[config.mk]
export PLATFORM = sky130hd
export DESIGN_NAME = serial_pattern_sequencer_flat
export DESIGN_NICKNAME = d
export VERILOG_FILES = /design/src/rtl/serial_pattern_sequencer_if.sv /design/src/rtl/serial_pattern_sequencer.sv /design/src/flat_wrapper.sv
export SDC_FILE = /design/constraint.sdc
export NUM_CORES = 1
export LEC_CHECK = 0
export BUFFER_PORTS_ARGS = -buffer_cell sky130_fd_sc_hd__buf_2
export CORE_MARGIN = 4
export CORE_UTILIZATION = 51
export CTS_BUF_LIST = sky130_fd_sc_hd__clkbuf_16
export DETAILED_ROUTE_END_ITERATION = 12
export PLACE_DENSITY = 0.7
export SLEW_MARGIN = 10
export SYNTH_ARGS = -nofsm -noshare
export SYNTH_HDL_FRONTEND = slang
export SYNTH_SLANG_ARGS = --single-unit
[constraint.sdc]
create_clock -name clk -period 1.9 [get_ports clk]
set_input_delay 0.19 -clock clk [delete_from_list [all_inputs] [get_ports clk]]
set_output_delay 0.19 -clock clk [all_outputs]
set_load 0.02 [all_outputs]
[src/rtl/serial_pattern_sequencer_if.sv]
// Command bus between the host/test driver and the pattern sequencer.
interface serial_pattern_sequencer_if #(
  parameter int unsigned SEL_W = 3,
  parameter int unsigned REP_W = 4
) ();
  logic             cmd_valid;
  logic             cmd_ready;
  logic [SEL_W-1:0] cmd_sel;
  logic [REP_W-1:0] cmd_rep;

  modport master (output cmd_valid, output cmd_sel, output cmd_rep, input  cmd_ready);
  modport slave  (input  cmd_valid, input  cmd_sel, input  cmd_rep, output cmd_ready);
endinterface

[src/rtl/serial_pattern_sequencer.sv]
// Thermometer-code serialiser sequencer: queues (level, repeat) commands in a
// small FIFO and scans one LSB-first frame of 2**SEL_W bits per repeat.
module serial_pattern_sequencer #(
  parameter int unsigned FIFO_DEPTH = 4,
  parameter int unsigned SEL_W      = 3,
  parameter int unsigned REP_W      = 4
) (
  input  logic                          clk,
  input  logic                          clear_n,
  input  logic                          en,
  serial_pattern_sequencer_if.slave     cmd,
  output logic                          ser_out,
  output logic                          ser_valid,
  output logic                          frame_start,
  output logic                          frame_last,
  output logic                          done,
  output logic                          busy,
  output logic [$clog2(FIFO_DEPTH):0]   fifo_count
);

  localparam int unsigned PTR_W = $clog2(FIFO_DEPTH);
  localparam int unsigned CNT_W = PTR_W + 1;
  localparam logic [SEL_W-1:0] LAST_BIT = {SEL_W{1'b1}};

  localparam logic [1:0] S_IDLE = 2'd0;
  localparam logic [1:0] S_LOAD = 2'd1;
  localparam logic [1:0] S_RUN  = 2'd2;

  logic [1:0]       state_q, state_d;
  logic [SEL_W-1:0] fifo_sel [FIFO_DEPTH];
  logic [REP_W-1:0] fifo_rep [FIFO_DEPTH];
  logic [PTR_W-1:0] wr_ptr_q, rd_ptr_q;
  logic [SEL_W-1:0] sel_q, sel_d, bit_cnt_q, bit_cnt_d;
  logic [REP_W-1:0] rep_q, rep_d, rep_cnt_q, rep_cnt_d;
  logic [CNT_W-1:0] count_d;
  logic             push, pop;
  logic             ser_out_d, ser_valid_d, frame_start_d, frame_last_d;
  logic             done_d, busy_d, ready_d;

  // cmd_ready is registered, so a full FIFO refuses a push even when it pops
  assign push = cmd.cmd_valid & cmd.cmd_ready;

  // Command storage; pointers live in the main register block
  always_ff @(posedge clk) begin
    if (push) begin
      fifo_sel[wr_ptr_q] <= cmd.cmd_sel;
      fifo_rep[wr_ptr_q] <= cmd.cmd_rep;
    end
  end

  // Next-state, scan position and registered-output values
  always_comb begin
    state_d       = state_q;
    sel_d         = sel_q;
    rep_d         = rep_q;
    bit_cnt_d     = bit_cnt_q;
    rep_cnt_d     = rep_cnt_q;
    pop           = 1'b0;
    ser_out_d     = ser_out;
    ser_valid_d   = 1'b0;
    frame_start_d = 1'b0;
    frame_last_d  = 1'b0;
    done_d        = 1'b0;

    case (state_q)
      S_IDLE: begin
        if (en && (fifo_count != '0)) state_d = S_LOAD;
      end
      S_LOAD: begin
        pop       = 1'b1;
        sel_d     = fifo_sel[rd_ptr_q];
        rep_d     = fifo_rep[rd_ptr_q];
        bit_cnt_d = '0;
        rep_cnt_d = '0;
        state_d   = S_RUN;
      end
      S_RUN: begin
        if (en) begin
          ser_out_d     = (bit_cnt_q <= sel_q);
          ser_valid_d   = 1'b1;
          frame_start_d = (bit_cnt_q == '0);
          frame_last_d  = (bit_cnt_q == LAST_BIT);
          bit_cnt_d     = bit_cnt_q + SEL_W'(1);
          if (bit_cnt_q == LAST_BIT) begin
            if (rep_cnt_q < rep_q) begin
              rep_cnt_d = rep_cnt_q + REP_W'(1);
            end else begin
              done_d  = 1'b1;
              state_d = ((fifo_count != '0) || push) ? S_LOAD : S_IDLE;
            end
          end
        end
      end
      default: state_d = S_IDLE;
    endcase

    count_d = fifo_count;
    if (push && !pop)      count_d = fifo_count + CNT_W'(1);
    else if (!push && pop) count_d = fifo_count - CNT_W'(1);

    ready_d = (count_d < CNT_W'(FIFO_DEPTH));
    busy_d  = (state_q != S_IDLE) || (fifo_count != '0);
  end

  // State, counters, FIFO pointers and all outputs; clear_n wipes everything
  always_ff @(posedge clk) begin
    if (!clear_n) begin
      state_q       <= S_IDLE;
      wr_ptr_q      <= '0;
      rd_ptr_q      <= '0;
      sel_q         <= '0;
      rep_q         <= '0;
      bit_cnt_q     <= '0;
      rep_cnt_q     <= '0;
      fifo_count    <= '0;
      cmd.cmd_ready <= 1'b0;
      ser_out       <= 1'b0;
      ser_valid     <= 1'b0;
      frame_start   <= 1'b0;
      frame_last    <= 1'b0;
      done          <= 1'b0;
      busy          <= 1'b0;
    end else begin
      state_q       <= state_d;
      if (push) wr_ptr_q <= wr_ptr_q + PTR_W'(1);
      if (pop)  rd_ptr_q <= rd_ptr_q + PTR_W'(1);
      sel_q         <= sel_d;
      rep_q         <= rep_d;
      bit_cnt_q     <= bit_cnt_d;
      rep_cnt_q     <= rep_cnt_d;
      fifo_count    <= count_d;
      cmd.cmd_ready <= ready_d;
      ser_out       <= ser_out_d;
      ser_valid     <= ser_valid_d;
      frame_start   <= frame_start_d;
      frame_last    <= frame_last_d;
      done          <= done_d;
      busy          <= busy_d;
    end
  end

endmodule

[src/flat_wrapper.sv]
// flat-port wrapper written by rule: the top's interface ports become plain ports
module serial_pattern_sequencer_flat 
#(
  parameter int unsigned FIFO_DEPTH = 4,
  parameter int unsigned SEL_W      = 3,
  parameter int unsigned REP_W      = 4
)
  (clk, clear_n, en, ser_out, ser_valid, frame_start, frame_last, done, busy, fifo_count, cmd_cmd_valid, cmd_cmd_sel, cmd_cmd_rep, cmd_cmd_ready);
  serial_pattern_sequencer_if #(.SEL_W(SEL_W), .REP_W(REP_W)) cmd_i ();
  input  logic clk;
  input  logic clear_n;
  input  logic en;
  output logic ser_out;
  output logic ser_valid;
  output logic frame_start;
  output logic frame_last;
  output logic done;
  output logic busy;
  output logic [$clog2(FIFO_DEPTH):0] fifo_count;
  input wire logic [$bits(cmd_i.cmd_valid)-1:0] cmd_cmd_valid;
  input wire logic [$bits(cmd_i.cmd_sel)-1:0] cmd_cmd_sel;
  input wire logic [$bits(cmd_i.cmd_rep)-1:0] cmd_cmd_rep;
  output wire logic [$bits(cmd_i.cmd_ready)-1:0] cmd_cmd_ready;
  assign cmd_i.cmd_valid = cmd_cmd_valid;
  assign cmd_i.cmd_sel = cmd_cmd_sel;
  assign cmd_i.cmd_rep = cmd_cmd_rep;
  assign cmd_cmd_ready = cmd_i.cmd_ready;
  serial_pattern_sequencer #(.FIFO_DEPTH(FIFO_DEPTH), .SEL_W(SEL_W), .REP_W(REP_W)) u_core (.clk(clk), .clear_n(clear_n), .en(en), .cmd(cmd_i), .ser_out(ser_out), .ser_valid(ser_valid), .frame_start(frame_start), .frame_last(frame_last), .done(done), .busy(busy), .fifo_count(fifo_count));
endmodule
## Word level (Yosys, flattened, before mapping)

Memory sizes are Yosys's and may differ from the RTL's. A register that Yosys moved wholly into a read port is not among the register bits.
Cells that the tools add are included.

- Input bits: 11
- RAM bits: 28
- Word-level logic and storage cells: 73
- Memories kept: 2
- Bits in registers: 23
- Output and inout bits: 10

- Equality and inequality tests: 8
- Multiplexer cells: 19
- $lt $le $gt $ge: 3
- Reductions and logical operators: 21
- Add/subtract/negate cells: 6
- Bitwise operators: 1

Memory list:

| memory | words | width | read ports | clocked after memory_dff | write ports | line | source |
|---|---|---|---|---|---|---|---|
| u_core.fifo_rep | 4 | 4 | 1 | 1 | 1 | serial_pattern_sequencer.sv:31 | `logic [REP_W-1:0] fifo_rep [FIFO_DEPTH];` |
| u_core.fifo_sel | 4 | 3 | 1 | 1 | 1 | serial_pattern_sequencer.sv:30 | `logic [SEL_W-1:0] fifo_sel [FIFO_DEPTH];` |

Operator list:

| cell | count |
|---|---|
| 2-to-1 mux 4 bit | 3 |
| AND reduction 4 bit | 3 |
| 2-to-1 mux 3 bit | 3 |
| 2-to-1 mux 2 bit | 4 |
| one-hot mux 4 bit (2 select lines) | 1 |
| adder 3 x 1 -> 3 bit (second input constant) | 2 |
| 2-to-1 mux 1 bit | 6 |
| inequality test 2 x 1 -> 1 bit (second input constant) | 3 |
| one-hot mux 2 bit (3 select lines) | 1 |
| one-hot mux 3 bit (2 select lines) | 1 |
| AND reduction 2 bit | 3 |
| adder 2 x 1 -> 2 bit (second input constant) | 2 |
| adder 4 x 1 -> 4 bit (second input constant) | 1 |
| zero test 1 bit | 4 |
| less-than comparator 4 bit | 1 |
| inequality test 2 bit (second input constant) | 2 |
| nonzero test 2 bit | 2 |
| == test 3 bit (second input constant) | 1 |
| less-or-equal comparator 3 bit | 1 |
| logical AND 1 bit | 3 |
| zero test 3 bit | 1 |
| less-than comparator 3 bit (second input constant) | 1 |
| AND reduction 3 bit | 1 |
| nonzero test 3 bit | 1 |
| 6 further kinds | 7 |

## Logic depth before layout (Yosys ltp)

Gate-level depths: netlist of the first run.

- Depth after elaboration: 7
- Depth in mapped cells: 8
- Mapped depth without buffers: 7

## Least setup slack after synthesis of the first run

OpenSTA, ideal clock, no wires.

- Path kind: flip-flop to flip-flop
- From: reg u_core.state_q[0]
- To: reg u_core.fifo_count[2]
- Arrival time: 1.621 ns
- Setup slack: 0.219 ns
- Library setup time: 0.059 ns
- Stages on the path, launching flop included: 7
- Period minus slack after synthesis: 1.681 ns
- Path through: dfxtp_1 > or2b_1 > buf_2 > ha_1 > o21ai_0 > xor2_1 > and2_1

- Word-level cells in the longest chain between the ends: 5
- Elaborated cells between the ends (all ways): 7

Ends and longest elaborated chain:

| item | line | source |
|---|---|---|
| start: declaration | serial_pattern_sequencer.sv:29 | `logic [1:0] state_q, state_d;` |
| start signal: assignment | serial_pattern_sequencer.sv:124 | `state_q <= state_d;` |
| == test 2 x 1 -> 1 bit * | serial_pattern_sequencer.sv:65 | `case (state_q)` |
| 2-to-1 mux 1 bit * | serial_pattern_sequencer.sv:65 |  |
| logical AND 1 bit / zero test 1 bit (equally long branches) | serial_pattern_sequencer.sv:99, serial_pattern_sequencer.sv:98 |  |
| 2-to-1 mux 3 bit / logical AND 1 bit (equally long branches) | serial_pattern_sequencer.sv:99, serial_pattern_sequencer.sv:98 |  |
| 2-to-1 mux 3 bit * | serial_pattern_sequencer.sv:98 | `if (push && !pop) count_d = fifo_count + CNT_W'(1);` |
| end signal: assignment | serial_pattern_sequencer.sv:131 | `fifo_count <= count_d;` |
| end: declaration | serial_pattern_sequencer.sv:18 | `output logic [$clog2(FIFO_DEPTH):0] fifo_count` |

Mark *: on every way between the ends. The rest lies on a longest branch, timed or not.
A chain may end at the register's enable or synchronous reset.

## Final worst setup path of the first run

- From: reg u_core.rep_q[1], read port of u_core.fifo_rep
- To: reg u_core.rep_cnt_q[2]

- Word-level cells in the longest chain between the ends: 3

Ends and longest elaborated chain:

| item | line | source |
|---|---|---|
| start: declaration | serial_pattern_sequencer.sv:34 | `logic [REP_W-1:0] rep_q, rep_d, rep_cnt_q, rep_cnt_d;` |
| less-than comparator 4 bit | serial_pattern_sequencer.sv:85 | `if (rep_cnt_q < rep_q) begin` |
| inequality test 2 x 1 -> 1 bit (no line) | n/a |  |
| AND reduction 4 bit (no line) | n/a |  |
| end signal: assignment | serial_pattern_sequencer.sv:130 | `rep_cnt_q <= rep_cnt_d;` |
| end: declaration | serial_pattern_sequencer.sv:34 |  |

No other way between the ends.

==> results of run 1 <==
[stage by stage]
step,cell area [um^2],utilization,total power (uW)
after global placement,2750,0.575,1630
after detailed placement,2750,0.575,1630
after CTS,3050,0.637,3190
after global routing,3050,0.637,3300
after floorplan,2560,-,1560
final,3050,0.637,3160
[routing by layer]
metal  share of wire  track usage  vias to the layer above  wire [um]
met5               0            0                        -          0
met4           0.018       0.0670                        0         76
met3           0.050       0.0646                        8        209
met2            0.46        0.251                       29       1960
met1            0.47        0.203                      734       1970
li1                -            -                      822          -
[layout by cell type, fill, tap and decap left out, types with 2 or more instances in the layout]
| cell | netlist | final |
|---|---|---|
| clkinv_4 | 0 | 2 |
| a211oi_1 | 2 | 2 |
| mux4_2 | 7 | 7 |
| nor2_1 | 10 | 10 |
| edfxtp_1 | 28 | 28 |
| a21oi_1 | 18 | 18 |
| xor2_1 | 3 | 3 |
| o21ai_1 | 2 | 3 |
| o21a_1 | 2 | 2 |
| nor3_1 | 2 | 2 |
| nor3b_1 | 3 | 3 |
| a21boi_1 | 2 | 2 |
| clkbuf_16 | 0 | 9 |
| a2111oi_2 | 2 | 2 |
| o21ai_0 | 6 | 5 |
| ha_1 | 19 | 19 |
| buf_4 | 0 | 7 |
| clkinvlp_4 | 0 | 2 |
| nand3_1 | 7 | 7 |
| buf_2 | 2 | 20 |
| dfxtp_1 | 30 | 30 |
| inv_1 | 17 | 18 |
| nand2_1 | 28 | 28 |
| a31oi_1 | 2 | 2 |
| and3_1 | 4 | 4 |
[area by class of cell]
cell class	instances	area (um^2)	share of cell area
clock buffer	9	225	0.0738
timing repair buffer	27	153	0.0500
sequential	58	1440	0.473
tap	67	83.8	0.0275
clock inverter	7	71.3	0.0234
inverter	18	67.6	0.0221
multi-input combinational	132	1010	0.331
[power by group through the flow]
| stage | Sequential [uW] | Clock (uW) | Combinational, uW |
|---|---|---|---|
| 2_1_floorplan | 1410 | 0 | 150 |
| 3_3_place_gp | 1400 | 0 | 229 |
| 5_1_grt | 1380 | 1660 | 260 |
| 3_5_place_dp | 1400 | 0 | 230 |
| 6_report | 1370 | 1560 | 228 |
| 4_1_cts | 1370 | 1580 | 232 |
[Yosys cell counts, drive strengths merged, types with 4 or more instances]
library cell / number
nor2: 10
inv: 17
and3: 4
nand2: 28
nand3: 7
edfxtp: 28
ha: 19
dfxtp: 30
buf: 5
mux4: 7
a21oi: 18
o21ai: 8
nor3b: 4
[kinds of logic (layout without fill, tap and decap cells)]
kind of cell,count (synthesis),in the layout
simple gates,62,62
flops,58,58
compound gates,40,40
buf+inv,26,61
fa+ha+maj,19,19
mux,7,7
xor+xnor,4,4
[registers in the layout (all words and copies together), names as in the netlist, 3 cells and up]
name,count
u_core.fifo_rep,16
u_core.rep_q,4
u_core.bit_cnt_q,3
u_core.sel_q,3
u_core.rep_cnt_q,4
u_core.fifo_sel,12
u_core.fifo_count,3
[worst max-delay path: cells and delay by family (launching register included)]
| kind | cells | cell delay [ns] |
|---|---|---|
| DFF | 1 | 0.33 |
| AOI/OAI and AO/OA | 5 | 0.99 |
| adders and majority gates | 1 | 0.26 |
| buffers and inverters | 1 | 0.04 |
[worst paths after layout]
check | from | end | slack [ns] | cells past startpoint
worst max-delay path | u_core.rep_q[1]$_SDFFE_PN0P_ | u_core.rep_cnt_q[2]$_SDFFE_PN0P_ | 0.18 | 7
worst max register to register | u_core.rep_q[1]$_SDFFE_PN0P_ | u_core.rep_cnt_q[2]$_SDFFE_PN0P_ | 0.18 | 7
worst min register to register | u_core.rep_q[2]$_SDFFE_PN0P_ | u_core.rep_q[2]$_SDFFE_PN0P_ | 0.45 | 2
worst min-delay path | cmd_cmd_rep[0] | u_core.fifo_rep[3][0]$_DFFE_PP_ | 0.08 | 1
[repair_timing]
item | 4_1_cts | 5_1_grt
endpoints found under the hold margin | 0 | 0
endpoints found under the setup margin | 0 | 2
gates resized for setup | 0 | 1
==> flow_metrics.tcl, run 1 <==
set metrics [dict create \
    fmax_ghz 0.581 \
    syn-num-nets 246 \
    vias 1593 \
    synth_edf_count 28 \
    period_needed_ns 1.72 \
    cp_slowest_cell "o211ai_1" \
    setup_tns_ns 0 \
    firstDrtPassIters 4 \
    synth_compound_area_frac 0.104 \
    cts.sinks 58 \
    first_global_vias 1595 \
    power_frac_clock 0.493 \
    die_x_um 78.9 \
    synthesis.instances 216 \
    ys_ff_latch 58 \
    switching_power_uw 700 \
    p_comb_frac 0.072 \
    worst_ir_drop_vdd_mv 0.767 \
    drv_cap 0 \
    track_usage 0.162 \
    num_io_pins 21 \
    die_height_um 78.9 \
    die_area_um2 6230 \
    post_cts_buffers 0 \
    dp_slack_ns 0.142 \
    clock_skew_ns 0.00374 \
    synth_cell_type_count 38 \
    hold_violations 0 \
    arrival_ns 1.94 \
    fill_cells 402 \
    ant_nets 0 \
    relSlewSlack 0.598 \
    powerDensity_nw_per_um2 1040 \
    fin_ws_ns 0.180 \
    diodes 0 \
    drc_errors 0 \
    gp_congestion 0.839 \
    crit_chain "inv_1 -> ha_1 -> o211ai_1 -> o2111ai_4 -> o21ai_1 -> a21boi_1 -> o21a_1" \
    port_buffers 20 \
    cts-root-buf "clkbuf_16" \
    antenna_found_initial 0 \
    status "completed" \
    yosys_warnings 0 \
    routed_wl_mm 4.21 \
    rsz0062_at_grt "no" \
    worstPathRequired_ns 2.12 \
    cts_buffers 9 \
    h-tree-depth 3 \
    endpoint_kind "flip-flop" \
    dpl.hpwl_mm 2.96 \
    slew_violations 0 \
    seq_area_frac_synth 0.562 \
    cp_max_fo 6 \
    start_util 0.536 \
    synthSimpleGateAreaFrac 0.121 \
    synth_top_family_by_area "simple AND/OR/NAND/NOR gates" \
    muxShareOfSynthArea 0.0615 \
    critPathKind "flip-flop to flip-flop" \
    holdBufCountCts 0 \
    path_clk_slew_ns 0.05 \
    critPathMaxStageDelay_ns 0.34 \
    critPathLaunchType "flip-flop" \
    seqPwrFrac 0.435 \
    core_area_um2 4790 \
    place_inst 302 \
    final.period_utilization 0.905 \
    clkLatencyLatePin_ns 0.32 \
    grt_max_degree 21 \
    ys_dominant_reg_cell "dfxtp_1" \
    layout.cells.non_filler 318 \
    synthArstFlopShare 0 \
    p_sw_frac 0.222 \
    synthAdderAreaFrac 0.0927 \
    areaGrowthSynthToFinish_pct 18.9 \
    worst_slew_pin_slew_ns 0.602 \
    syn_area_per_cell_um2 11.9 \
    holdWs_ns 0.0766 \
    power_leakage_uw 0.00119 \
    cts_tree "yes" \
    setup_violations 0 \
    detail_route.wl_per_cell_um 13.2 \
    synth_top_area_cell "edfxtp_1" \
    drive_above_1_share 0.215 \
    worstHoldPathType "input port to flip-flop" \
    netlist.area_leader.share 0.328 \
    rows 25 \
    grt_pass1_wl_mm 7.56 \
    synth_area_um2 2560 \
    clockBufferDepth 2 \
    drt-initial-drc-count 45 \
    viasPerCell 5.01 \
    final_nets 276 \
    grt-ovfl-total 0 \
    synth_xor_area_frac 0.0137 \
    synth_area_leaders "edfxtp_1 (33%), dfxtp_1 (23%), ha_1 (9.3%)" \
    internal_power_uw 2460 \
]
No activity file was read; power rests on OpenSTA's default activity.
==> run 2: changes to the inputs <==
--- a/config.mk
+++ b/config.mk
@@ -5,6 +5,7 @@
 export SDC_FILE = /design/constraint.sdc
 export NUM_CORES = 1
 export LEC_CHECK = 0
+export ABC_AREA = 1
 export BUFFER_PORTS_ARGS = -buffer_cell sky130_fd_sc_hd__buf_2
 export CORE_MARGIN = 4
 export CORE_UTILIZATION = 51
==> run 2 against run 1 <==
  * Final cell count up 18%
  * Highest routed layer unchanged
  * Register-to-register slack improved by 0.24 ns
  * Global-route usage up 0.87 points
  * Sequential cell count unchanged
  * Largest power group is now registers
  * Die area grew 0.75%
  * Critical path type unchanged
  * Critical path depth increased by 2
  * Critical endpoint is now u_core.fifo_count[2]$_SDFF_PN0_
==> flow_metrics.tcl, run 2 <==
set metrics [dict create \
    muxShareOfSynthArea 0 \
    grt_pass1_wl_mm 8.07 \
    crit_chain "nand2_1 -> inv_1 -> ha_1 -> inv_1 -> nand3_1 -> nand2_1 -> xor2_1 -> inv_1 -> nor2_1" \
    synth_edf_count 28 \
    h-tree-depth 3 \
    period_needed_ns 1.48 \
    critPathMaxStageDelay_ns 0.31 \
    largest_register "u_core.fifo_rep" \
    worst_slew_pin_slew_ns 0.351 \
    syn-num-nets 302 \
    dpl.hpwl_mm 3.26 \
    drt-initial-drc-count 43 \
    areaGrowthSynthToFinish_pct 19.3 \
    port_buffers 20 \
    clkLatencyLatePin_ns 0.32 \
    viasPerCell 4.97 \
    grt_max_degree 19 \
    cts_buffers 9 \
    cts_tree "yes" \
    vias 1862 \
    routed_wl_mm 4.67 \
    place_inst 359 \
    drive_above_1_share 0.179 \
    largest_register_ffs 16 \
    slew_violations 0 \
    ys_dominant_reg_cell "dfxtp_1" \
    worstHoldPathType "input port to flip-flop" \
    setup_violations 0 \
    ant_nets 0 \
    num_io_pins 21 \
    grt-ovfl-total 0 \
    ctsResizeCount 0 \
    powerDensity_nw_per_um2 1480 \
    die_x_um 79.2 \
    worst_ir_drop_vdd_mv 0.901 \
    firstDrtPassIters 4 \
    setup_tns_ns 0 \
    startpoint "u_core.cmd.cmd_ready$_SDFF_PN0_" \
    power_leakage_uw 0.00135 \
    synth_area_um2 2590 \
    synth_cell_type_count 28 \
    yosysMostFrequentCell "nor2_1" \
    drc_errors 0 \
    post_cts_buffers 0 \
    synthAdderAreaFrac 0.0919 \
    path_clk_slew_ns 0.05 \
    layout.cells.non_filler 375 \
    mostFrequentLayoutCells "nor2_1 (36), inv_1 (34), dfxtp_1 (30)" \
    rrSetupSlack_ns 0.42 \
    cp_slowest_cell "dfxtp_1" \
    synth_commonest_cells "nor2_1 (36), inv_1 (34), dfxtp_1 (30)" \
    rsz0062_at_grt "no" \
    fmax_ghz 0.675 \
    syn_area_per_cell_um2 9.51 \
    track_usage 0.171 \
    synth_area_leaders "edfxtp_1 (33%), dfxtp_1 (23%), ha_1 (9.2%)" \
    synthSimpleGateAreaFrac 0.148 \
    rows 25 \
    final_nets 333 \
    final.period_utilization 0.780 \
    cp_max_fo 11 \
    critPathLaunchType "flip-flop" \
    synthArstFlopShare 0 \
    detail_route.wl_per_cell_um 12.5 \
    seq_area_frac_synth 0.557 \
    core_area_um2 4820 \
    die_area_um2 6270 \
    netlist.area_leader.share 0.325 \
    synthesis.instances 272 \
    clock_skew_ns 0.00337 \
    drv_cap 0 \
    synth_compound_area_frac 0.128 \
    clockBufferDepth 2 \
    r2r_end "u_core.fifo_count[2]$_SDFF_PN0_" \
    start_util 0.537 \
    holdBufCountCts 0 \
    synth_top_family_by_area "simple AND/OR/NAND/NOR gates" \
    antenna_found_initial 0 \
    arrival_ns 1.74 \
    synth_xor_area_frac 0.00677 \
    critPathKind "flip-flop to flip-flop" \
    cts.sinks 58 \
    cts-root-buf "clkbuf_16" \
    first_global_vias 1845 \
    worstPathRequired_ns 2.16 \
    setup.worst_path.end "u_core.fifo_count[2]$_SDFF_PN0_" \
    final_util 0.640 \
    gp_congestion 0.826 \
    status "completed" \
    yosys_warnings 0 \
    endpoint_kind "flip-flop" \
    ys_ff_latch 58 \
    die_height_um 79.2 \
    worstRegToRegCells 9 \
    hold_violations 0 \
    relSlewSlack 0.766 \
    diodes 0 \
    layout_commonest_cell "nor2_1" \
    reg.largest.list "u_core.fifo_rep: 16 flops, u_core.fifo_sel: 12 flops" \
    synth_top_area_cell "edfxtp_1" \
    r2r-start "u_core.cmd.cmd_ready$_SDFF_PN0_" \
    cpMostUsedCell "inv_1" \
]
==> run 2: changes by cell type after synthesis, moves of 4 or more <==
cell / before / now
o22ai_1: 0 / 7
o21ai_1: 2 / 11
inv_2: 0 / 6
and3_1: 4 / 0
nor2_1: 10 / 36
mux4_2: 7 / 0
inv_1: 17 / 34
o21ai_0: 6 / 21
==> run 2: how the worst min path moves through the flow <==
| stage | start | to | slack (ns) | cells past startpoint |
|---|---|---|---|---|
| floorplan | cmd_cmd_rep[0] | u_core.fifo_rep[0][0]$_DFFE_PP_ | 0.29 | 0 |
| global placement | cmd_cmd_rep[2] | u_core.fifo_rep[3][2]$_DFFE_PP_ | 0.40 | 1 |
| detailed placement | cmd_cmd_rep[3] | u_core.fifo_rep[0][3]$_DFFE_PP_ | 0.41 | 1 |
| CTS | cmd_cmd_rep[3] | u_core.fifo_rep[3][3]$_DFFE_PP_ | 0.07 | 1 |
| global route | cmd_cmd_rep[3] | u_core.fifo_rep[0][3]$_DFFE_PP_ | 0.07 | 1 |
| finish | cmd_cmd_rep[3] | u_core.fifo_rep[3][3]$_DFFE_PP_ | 0.08 | 1 |
==> run 2: critical path: cells and delay by family (launching register included) <==
| kind | cells | cell delay (ns) |
|---|---|---|
| and+or+nand+nor | 4 | 0.47 |
| DFF | 1 | 0.31 |
| adders and majority gates | 1 | 0.23 |
| buffers and inverters | 3 | 0.23 |
| xor gates and xnor gates | 1 | 0.18 |
==> run 2: final cells by class <==
| type | instances | area [um^2] |
|---|---|---|
| tap | 67 | 83.8 |
| clock buffer | 9 | 225 |
| multi-input combinational | 168 | 968 |
| fill | 448 | 1730 |
| clock inverter | 7 | 70.1 |
| timing repair buffer | 26 | 145 |
| inverter | 40 | 150 |
| sequential | 58 | 1440 |
==> run 2: power by group <==
group,total [uW],internal (uW),switching [uW]
logic,1310,487,828
clock network,1560,1010,549
registers,1680,1520,156
==> run 2: cells by family (layout without fill, tap and decap cells) <==
kind of cell / count (synthesis) / count (layout)
fa+ha+maj: 19 / 19
compound gates: 63 / 63
simple gates: 84 / 84
xor+xnor: 2 / 2
flops: 58 / 58
buf+inv: 46 / 82
==> run 2: metal layers <==
metal | wire [um] | up-vias | share of wire | global-route usage
li1 | - | 972 | - | -
met1 | 2010 | 850 | 0.43 | 0.179
met2 | 2370 | 30 | 0.51 | 0.302
met3 | 218 | 10 | 0.047 | 0.0658
met4 | 74 | 0 | 0.016 | 0.0756
met5 | 0 | - | 0 | 0
==> run 2: stage by stage <==
step                      hold slack (ns)  power, uW  setup WS (ns)  instance area [um^2]
after floorplan                     0.289       2700          0.361                  2590
after global placement              0.404       2980          0.484                  2790
after detailed placement            0.408       3030          0.424                  2790
after CTS                          0.0672       4600          0.414                  3080
after global routing               0.0710       4890          0.209                  3080
final                              0.0799       4550          0.419                  3080
==> run 3: changes to the inputs <==
==> constraint.sdc (replaced) <==
create_clock -name clk -period 1.5 [get_ports clk]
set_input_delay 0.15 -clock clk [delete_from_list [all_inputs] [get_ports clk]]
set_output_delay 0.15 -clock clk [all_outputs]
set_load 0.02 [all_outputs]
==> run 3 against run 2 <==
  * First-iteration DRC count rose by 150%
  * Critical path depth fell by 2
  * Largest cell class unchanged
  * Largest power group is now the clock network
  * Total power is 36% higher
==> flow_metrics.tcl, run 3 (same netlist as run 2, synthesis figures left out) <==
set metrics [dict create \
    status "completed" \
    mostFrequentLayoutCells "nor2_1 (36), inv_1 (34), dfxtp_1 (29)" \
    ant_nets 0 \
    detail_route.wl_per_cell_um 12.1 \
    setup_violations 0 \
    multi_input_area_um2 978 \
    grt_max_degree 19 \
    grt_pass1_wl_mm 8.00 \
    largest_register_ffs 16 \
    antenna_found_initial 0 \
    r2r_end "u_core.rep_cnt_q[3]$_SDFFE_PN0P_" \
    p_comb_frac 0.290 \
    track_usage 0.167 \
    reg.largest.list "u_core.fifo_rep: 16 flops, u_core.fifo_sel: 12 flops" \
    placed_cell_area_um2 2840 \
    diodes 0 \
    final_nets 339 \
    cts_buffers 9 \
    worst_slew_pin_slew_ns 0.346 \
    worstHoldPathType "input port to flip-flop" \
    worstRegToRegCells 7 \
    dp_slack_ns 0.0703 \
    arrival_ns 1.58 \
    worstPathRequired_ns 1.71 \
    drv_cap 0 \
    cts.sinks 58 \
    cp_max_fo 8 \
    drc_errors 0 \
    startpoint "u_core.rep_cnt_q[3]$_SDFFE_PN0P_" \
    worst_ir_drop_vdd_mv 1.18 \
    met1_length_mm 2.02 \
    post_cts_buffers 0 \
    cts-root-buf "clkbuf_16" \
    final.period_utilization 0.912 \
    holdBufCountCts 0 \
    die_x_um 79.2 \
    cts_tree "yes" \
    grt-ovfl-total 0 \
    vias 1914 \
    p_sw_frac 0.316 \
    finish.instance_area_um2 3190 \
    core_area_um2 4820 \
    routed-wl-met3_um 265 \
    viasPerCell 5.02 \
    fill_cells 408 \
    rows 25 \
    num_io_pins 21 \
    fmax_ghz 0.731 \
    largest_register "u_core.fifo_rep" \
    power_frac_clock 0.371 \
    drt-initial-drc-count 106 \
    drive_above_1_share 0.204 \
    setup_tns_ns 0 \
    hold_violations 0 \
    power.total_uw 6170 \
    r2r-start "u_core.rep_cnt_q[3]$_SDFFE_PN0P_" \
    endpoint_kind "flip-flop" \
    regArea_um2 1440 \
    h-tree-depth 3 \
    powerDensity_nw_per_um2 1930 \
    wl_met2_mm 2.28 \
    ctsResizeCount 0 \
    rrSetupSlack_ns 0.13 \
    areaGrowthSynthToFinish_pct 23.3 \
    clkLatencyLatePin_ns 0.32 \
    relSlewSlack 0.769 \
    setup.worst_path.end "u_core.rep_cnt_q[3]$_SDFFE_PN0P_" \
    critPathLaunchType "flip-flop" \
    critPathKind "flip-flop to flip-flop" \
    dpl.hpwl_mm 3.20 \
    firstDrtPassIters 5 \
    die_height_um 79.2 \
    clock_skew_ns 0.00387 \
    slew_violations 0 \
    period_needed_ns 1.37 \
    power_leakage_uw 0.00140 \
    seqPwrFrac 0.339 \
    final_util 0.662 \
    first_global_vias 1765 \
    path_clk_slew_ns 0.05 \
    fin_ws_ns 0.132 \
    top_layer "met4" \
    routed_wl_mm 4.59 \
    internal_power_uw 4220 \
    layout_commonest_cell "nor2_1" \
    rsz0062_at_grt "no" \
    port_buffers 20 \
    switching_power_uw 1950 \
    gp_congestion 0.754 \
    clockBufferDepth 2 \
    start_util 0.537 \
    die_area_um2 6270 \
]
## run 3: changes by cell type in the layout (fill, tap and decap cells not counted), sizes merged
cell / before / now
buf: 26 / 32
bufinv: 1 / 3
clkinvlp: 3 / 2
clkinv: 3 / 2
## run 3: power by group through the flow
stage	clock (uW)	sequential [uW]	combinational, uW
finish	2290	2090	1790
global route	2400	2120	2080
CTS	2320	2090	1790
detailed placement	0	2120	1770
global placement	0	2110	1730
floorplan	0	2180	1250
## run 3: cell type report
type	count	area share
Clock buffer	9	0.0706
Clock inverter	7	0.0369
Inverter	40	0.0471
Multi-Input combinational cell	168	0.307
Sequential cell	58	0.453
Tap cell	67	0.0263
Timing Repair Buffer	32	0.0597
## run 3: metrics by stage
step / hold WS, ns / instances
floorplan: 0.249 / 272
global placement: 0.364 / 365
detailed placement: 0.367 / 365
CTS: 0.0331 / 381
global route: 0.0398 / 381
finish: 0.0394 / 381
## run 3: how the worst min path moves through the flow
stage,depth (start not counted),slack [ns],end,start
floorplan,0,0.25,u_core.fifo_rep[0][0]$_DFFE_PP_,cmd_cmd_rep[0]
global placement,1,0.36,u_core.fifo_rep[3][2]$_DFFE_PP_,cmd_cmd_rep[2]
detailed placement,1,0.37,u_core.fifo_rep[3][1]$_DFFE_PP_,cmd_cmd_rep[1]
CTS,1,0.03,u_core.fifo_rep[0][1]$_DFFE_PP_,cmd_cmd_rep[1]
global route,1,0.04,u_core.fifo_rep[3][1]$_DFFE_PP_,cmd_cmd_rep[1]
finish,1,0.04,u_core.fifo_rep[3][1]$_DFFE_PP_,cmd_cmd_rep[1]
## run 3: worst max-delay path, cell delays in order (launching register included)
cell and delay [ns]:
dfxtp_1 0.34, ha_1 0.31, a21oi_1 0.18, nand2_1 0.10, nand2_2 0.14, nand3_1 0.08, nand2_1 0.07, nor2_1 0.04
## run 3: routing by layer
layer	GRT usage	vias up
met3	0.0737	4
li1	-	988
met2	0.279	44
met4	0.0447	0
met5	0	-
met1	0.195	878
